### src/rtl/serial_receiver_if.sv
// Bundles the nibble-stream inputs and word-level results of the serial
// receiver. The transmitter side drives DIn/DInValid/ClkTx; the receiver
// side drives the received word and its status.
interface serial_receiver_if;
  logic [3:0]  DIn;
  logic        DInValid;
  logic        ClkTx;
  logic [31:0] DataOut;
  logic        DataValid;
  logic        RxBusy;
  logic        RxError;
  logic [7:0]  FrameCount;

  modport master (
    output DIn, DInValid, ClkTx,
    input  DataOut, DataValid, RxBusy, RxError, FrameCount
  );

  modport slave (
    input  DIn, DInValid, ClkTx,
    output DataOut, DataValid, RxBusy, RxError, FrameCount
  );
endinterface

### src/rtl/serial_receiver.sv
// Serial receiver: assembles eight 4-bit nibbles, MS nibble first, into a
// 32-bit word. A nibble is taken on each rising edge of the Clk-synchronous
// ClkTx strobe while DInValid is high. Dropping DInValid mid-frame aborts
// the frame with a one-cycle RxError pulse. All outputs are registered.
module serial_receiver (
  input  logic Clk,
  input  logic Reset,
  serial_receiver_if.slave bus
);

  typedef enum logic {
    IDLE = 1'b0,
    RECV = 1'b1
  } state_t;

  state_t      state_r;
  logic [2:0]  cnt_r;        // nibbles held in shift_r (0..7)
  logic [27:0] shift_r;      // first seven nibbles of the frame
  logic        clktx_q_r;
  logic [31:0] dataout_r;
  logic        datavalid_r;
  logic        rxbusy_r;
  logic        rxerror_r;
  logic [7:0]  framecount_r;

  logic        strobe_s;
  logic        capture_s;

  // A capture needs a 0->1 transition of ClkTx while the frame is valid.
  assign strobe_s  = bus.ClkTx & ~clktx_q_r;
  assign capture_s = strobe_s & bus.DInValid;

  // Delay ClkTx by one Clk so a held-high strobe yields a single capture.
  always_ff @(posedge Clk or negedge Reset) begin
    if (!Reset) begin
      clktx_q_r <= 1'b0;
    end else begin
      clktx_q_r <= bus.ClkTx;
    end
  end

  // Frame FSM: nibble assembly, word completion and abort handling.
  always_ff @(posedge Clk or negedge Reset) begin
    if (!Reset) begin
      state_r      <= IDLE;
      cnt_r        <= 3'd0;
      shift_r      <= 28'h000_0000;
      dataout_r    <= 32'h0000_0000;
      datavalid_r  <= 1'b0;
      rxbusy_r     <= 1'b0;
      rxerror_r    <= 1'b0;
      framecount_r <= 8'h00;
    end else begin
      datavalid_r <= 1'b0;
      rxerror_r   <= 1'b0;
      case (state_r)
        IDLE: begin
          if (capture_s) begin
            shift_r  <= {24'h00_0000, bus.DIn};
            cnt_r    <= 3'd1;
            state_r  <= RECV;
            rxbusy_r <= 1'b1;
          end
        end
        RECV: begin
          if (!bus.DInValid) begin
            // Transmitter gave up: throw away the partial word.
            shift_r   <= 28'h000_0000;
            cnt_r     <= 3'd0;
            state_r   <= IDLE;
            rxbusy_r  <= 1'b0;
            rxerror_r <= 1'b1;
          end else if (capture_s) begin
            if (cnt_r == 3'd7) begin
              dataout_r    <= {shift_r, bus.DIn};
              datavalid_r  <= 1'b1;
              framecount_r <= framecount_r + 8'd1;
              shift_r      <= 28'h000_0000;
              cnt_r        <= 3'd0;
              state_r      <= IDLE;
              rxbusy_r     <= 1'b0;
            end else begin
              shift_r <= {shift_r[23:0], bus.DIn};
              cnt_r   <= cnt_r + 3'd1;
            end
          end
        end
        default: begin
          state_r  <= IDLE;
          cnt_r    <= 3'd0;
          rxbusy_r <= 1'b0;
        end
      endcase
    end
  end

  assign bus.DataOut    = dataout_r;
  assign bus.DataValid  = datavalid_r;
  assign bus.RxBusy     = rxbusy_r;
  assign bus.RxError    = rxerror_r;
  assign bus.FrameCount = framecount_r;

endmodule

### src/flat_wrapper.sv
// flat-port wrapper written by rule: the top's interface ports become plain ports
module serial_receiver_flat 
  (Clk, Reset, bus_DIn, bus_DInValid, bus_ClkTx, bus_DataOut, bus_DataValid, bus_RxBusy, bus_RxError, bus_FrameCount);
  serial_receiver_if bus_i ();
  input  logic Clk;
  input  logic Reset;
  input wire logic [$bits(bus_i.DIn)-1:0] bus_DIn;
  input wire logic [$bits(bus_i.DInValid)-1:0] bus_DInValid;
  input wire logic [$bits(bus_i.ClkTx)-1:0] bus_ClkTx;
  output wire logic [$bits(bus_i.DataOut)-1:0] bus_DataOut;
  output wire logic [$bits(bus_i.DataValid)-1:0] bus_DataValid;
  output wire logic [$bits(bus_i.RxBusy)-1:0] bus_RxBusy;
  output wire logic [$bits(bus_i.RxError)-1:0] bus_RxError;
  output wire logic [$bits(bus_i.FrameCount)-1:0] bus_FrameCount;
  assign bus_i.DIn = bus_DIn;
  assign bus_i.DInValid = bus_DInValid;
  assign bus_i.ClkTx = bus_ClkTx;
  assign bus_DataOut = bus_i.DataOut;
  assign bus_DataValid = bus_i.DataValid;
  assign bus_RxBusy = bus_i.RxBusy;
  assign bus_RxError = bus_i.RxError;
  assign bus_FrameCount = bus_i.FrameCount;
  serial_receiver u_core (.Clk(Clk), .Reset(Reset), .bus(bus_i));
endmodule
### config.mk
export PLATFORM = sky130hd
export DESIGN_NAME = serial_receiver_flat
export DESIGN_NICKNAME = d
export VERILOG_FILES = /design/src/rtl/serial_receiver_if.sv /design/src/rtl/serial_receiver.sv /design/src/flat_wrapper.sv
export SDC_FILE = /design/constraint.sdc
export NUM_CORES = 1
export LEC_CHECK = 0
export CAP_MARGIN = 20
export CORE_AREA = 2 2 81 83
export DETAILED_ROUTE_END_ITERATION = 10
export DIE_AREA = 0 0 83 85
export HOLD_SLACK_MARGIN = 0.05
export PLACE_DENSITY = 0.73
export SYNTH_ARGS = -nofsm -noshare
export SYNTH_HDL_FRONTEND = slang
export SYNTH_SLANG_ARGS = --single-unit
### constraint.sdc
create_clock -name Clk -period 1.7 [get_ports Clk]
set_input_delay 0.34 -clock Clk [delete_from_list [all_inputs] [get_ports Clk]]
set_output_delay 0.34 -clock Clk [all_outputs]
set_load 0.03 [all_outputs]
==> flow_summary_export.csv <==
group,metric,value,unit
status,run_status,"complete, no violations",
setup_path,crit_required,1.93,ns
placed_design,place_area,3805,um^2
timing,fin_crit,1.588,ns
synth,synth_cells,199,
detailed_routing,dr_total_vias,1829,
synth,synth_top_family_by_area,"multiplexers",
timing,whs,0.4354,ns
die,start_util,49.87,%
synth,ys_types,32,
clock_network,postCtsSetupRepairBufs,0,
synth,synth_edf_count,0,
final_layout,area_growth,28.63,%
clock_network,cts_root_buffer,"clkbuf_8",
detailed_routing,wl_per_cell,15.90,um
setup_path,cp_data_arrival_time,1.82,ns
detailed_routing,vias_per_cell,5.271,
synth,synthArstFlopShare,100.0,%
synth,yosys_warnings,0,
power_and_ir_drop,power.static_leakage,2.247,nW
final_layout,stdcell_area,3980,um^2
final_layout,layout.nets,277,
die,io-pin-count,51,
power_and_ir_drop,ir_drop,488.6,uV
global_route,grt_pass1_vias,1871,
synth,syn_avg_cell_area,15.55,um^2
timing,skew,0.004763,ns
setup_path,setup.worst_path.start_class,"flip-flop",
setup_path,reg2reg_to,"u_core.bus.DataOut[2]",
clock_network,clkSinkCount,76,
timing,rsz0062_at_grt,"no",
die,core,6205,um^2
detailed_routing,postRouteAntennaNets,0,
timing,slew_violations,0,
timing,finalSetupViolCount,0,
synth,synth_fp_nets,211,
detailed_routing,route.detailed.drc,0,
synth,synth_top_area_share,61.46,%
setup_path,critical_path.endpoint,"u_core.bus.DataOut[2]",
timing,tightest_slew,0.3649,ns
global_route,grt_pass1_wl,9390,um
clock_network,clk_path_buf_depth,2,
die,row_count,29,
die,fp.dieH,85,um
clock_network,cts_buffers,9,
global_route,grt_start_max_net_pins,56,
setup_path,cp_max_fo,17,
synth,synth_compound_area_share,9.017,%
global_route,overflow,0,
final_layout,antenna_cells,0,
synth,yosys.area.top_type,"dfrtp_1",
synth,synth_top_cells_by_area,"dfrtp_1 (61%), mux2_4 (14%), a22o_1 (6.8%)",
setup_path,cp-startpoint,"u_core.cnt_r[0]",
synth,synth-simple-area-share,5.459,%
detailed_routing,drt_wl_total,5518,um
min_path,min_path_type,"input port to async pin",
global_route,grt.total_usage,17.07,%
final_layout,layout-drive-gt1-share,27.04,%
job,drv_cap,0,
synth,ys_ff_latch,76,
setup_path,end_kind,"flip-flop",
timing,hold_violations,0,
setup_path,path_class,"flip-flop to flip-flop",
synth,synth-adder-area-share,1.617,%
synth,muxShareOfSynthArea,17.91,%
die,die_area,7055,um^2
clock_network,path_clk_slew,0.07,ns
global_route,antenna_found_initial,0,
clock_network,htree_levels,3,
synth,synth-xor-area-share,1.981,%
setup_path,rrSetupSlack,0.11,ns
die,die_x,83,um
timing,fin_crit_sh,93.41,%
setup_path,ff2ff_path_depth,5,
placed_design,gp_congestion,0.7724,
timing,max_freq,0.6297,GHz
synth,synth_flop_cell,"dfrtp_1",
clock_network,clk_latency,0.34,ns
timing,relSlewSlack,75.77,%
final_layout,final_cell_mix,"dfrtp_1 (76), dlygate4sd2_1 (42), mux2_4 (28)",
placed_design,io_buffers,50,
detailed_routing,drtIter0Drc,79,
synth,syn_area,3094,um^2
synth,ys_seq_area_share,61.46,%
clock_network,cts_tree,"built",
setup_path,reg2reg_from,"u_core.cnt_r[0]",
detailed_routing,dr.pass1.iters,4,
final_layout,final_common_cell,"dfrtp_1",
power_and_ir_drop,power_density,872.7,nW/um^2
placed_design,dp_hpwl,3754,um
## state kept, by name, summed over array words and instances (netlist names)
signal / count
u_core.shift_r: 28
u_core.bus.DataValid: 1
u_core.cnt_r: 3
u_core.clktx_q_r: 1
u_core.state_r: 1
u_core.bus.DataOut: 32
u_core.bus.FrameCount: 8
u_core.bus.RxBusy: 1
u_core.bus.RxError: 1
## synthesized netlist by cell type, types with 2 or more instances
library cell	number
nor2_1	3
nor3_1	5
buf_6	3
mux2_2	11
xor2_1	5
a21oi_1	3
a22o_1	24
mux2_4	28
xnor2_1	2
clkbuf_1	3
dfrtp_1	76
a21boi_0	4
nand2_1	2
buf_2	3
inv_1	3
nand3_1	5
ha_1	4
## what timing repair did
action | 4_1_cts | 5_1_grt
endpoints found under the setup margin | 45 | 2
endpoints found under the hold margin | 21 | 0
hold buffers | 1 | 0
gates resized for setup | 43 | 3
## cell type report
| cell class | count | area [um^2] |
|---|---|---|
| Timing Repair Buffer | 65 | 638.1 |
| Multi-Input combinational cell | 110 | 1136 |
| Tap cell | 77 | 96.34 |
| Clock inverter | 1 | 30.03 |
| Clock buffer | 15 | 166.4 |
| Fill cell | 475 | 2225 |
| Inverter | 3 | 11.26 |
| Sequential cell | 76 | 1902 |
## how the worst min path moves through the flow
stage,endpoint,slack (ns)
5_1_grt,u_core.bus.DataOut[3],0.47
2_1_floorplan,u_core.bus.DataOut[0],0.04
3_3_place_gp,u_core.bus.DataValid,0.26
3_5_place_dp,u_core.bus.DataValid,0.26
6_report,u_core.bus.DataValid,0.44
4_1_cts,u_core.bus.FrameCount[0],0.44
## metal layers
layer	share of wire, %	vias to the layer above	global-route usage [%]	wire (um)
met4	2.2	0	7.452	119
met3	5.1	11	4.864	281
met2	45	55	25.15	2502
met5	0	-	0	0
li1	-	854	-	-
met1	47	909	23.89	2615
## metrics by stage
stage | cells | total power [W] | TNS, ns | worst slack, ns | utilization [%]
floorplan | 199 | 0.002011 | 0 | 0.1454 | -
global placement | 330 | 0.002134 | -4.734 | -0.09470 | 61.32
detailed placement | 330 | 0.002139 | -6.336 | -0.1259 | 61.32
CTS | 347 | 0.003506 | 0 | 0.02422 | 63.84
global route | 347 | 0.003622 | 0 | 0.04378 | 64.15
finish | 347 | 0.003473 | 0 | 0.1120 | 64.15
## cells by family (layout without fill, tap and decap cells)
logic type,after synthesis,count (layout)
multiplexers,40,40
AND/OR/NAND/NOR,25,25
adder cells (fa/ha/maj),4,4
XOR/XNOR,7,7
AO/OA/AOI/OAI,34,34
flip-flops,76,76
buffers and inverters,13,84
## where the power goes
| group | internal, W | switching (W) |
|---|---|---|
| Combinational | 0.000104 | 0.000106 |
| Clock | 0.000762 | 0.000611 |
| Sequential | 0.00185 | 0.0000381 |
## critical path, stage by stage (launching register included)
cell	delay [ns]
dfrtp_1	0.40
ha_1	0.26
ha_4	0.21
nand2_4	0.09
buf_12	0.17
mux2_2	0.35
Power figures use the tool's default switching activity.
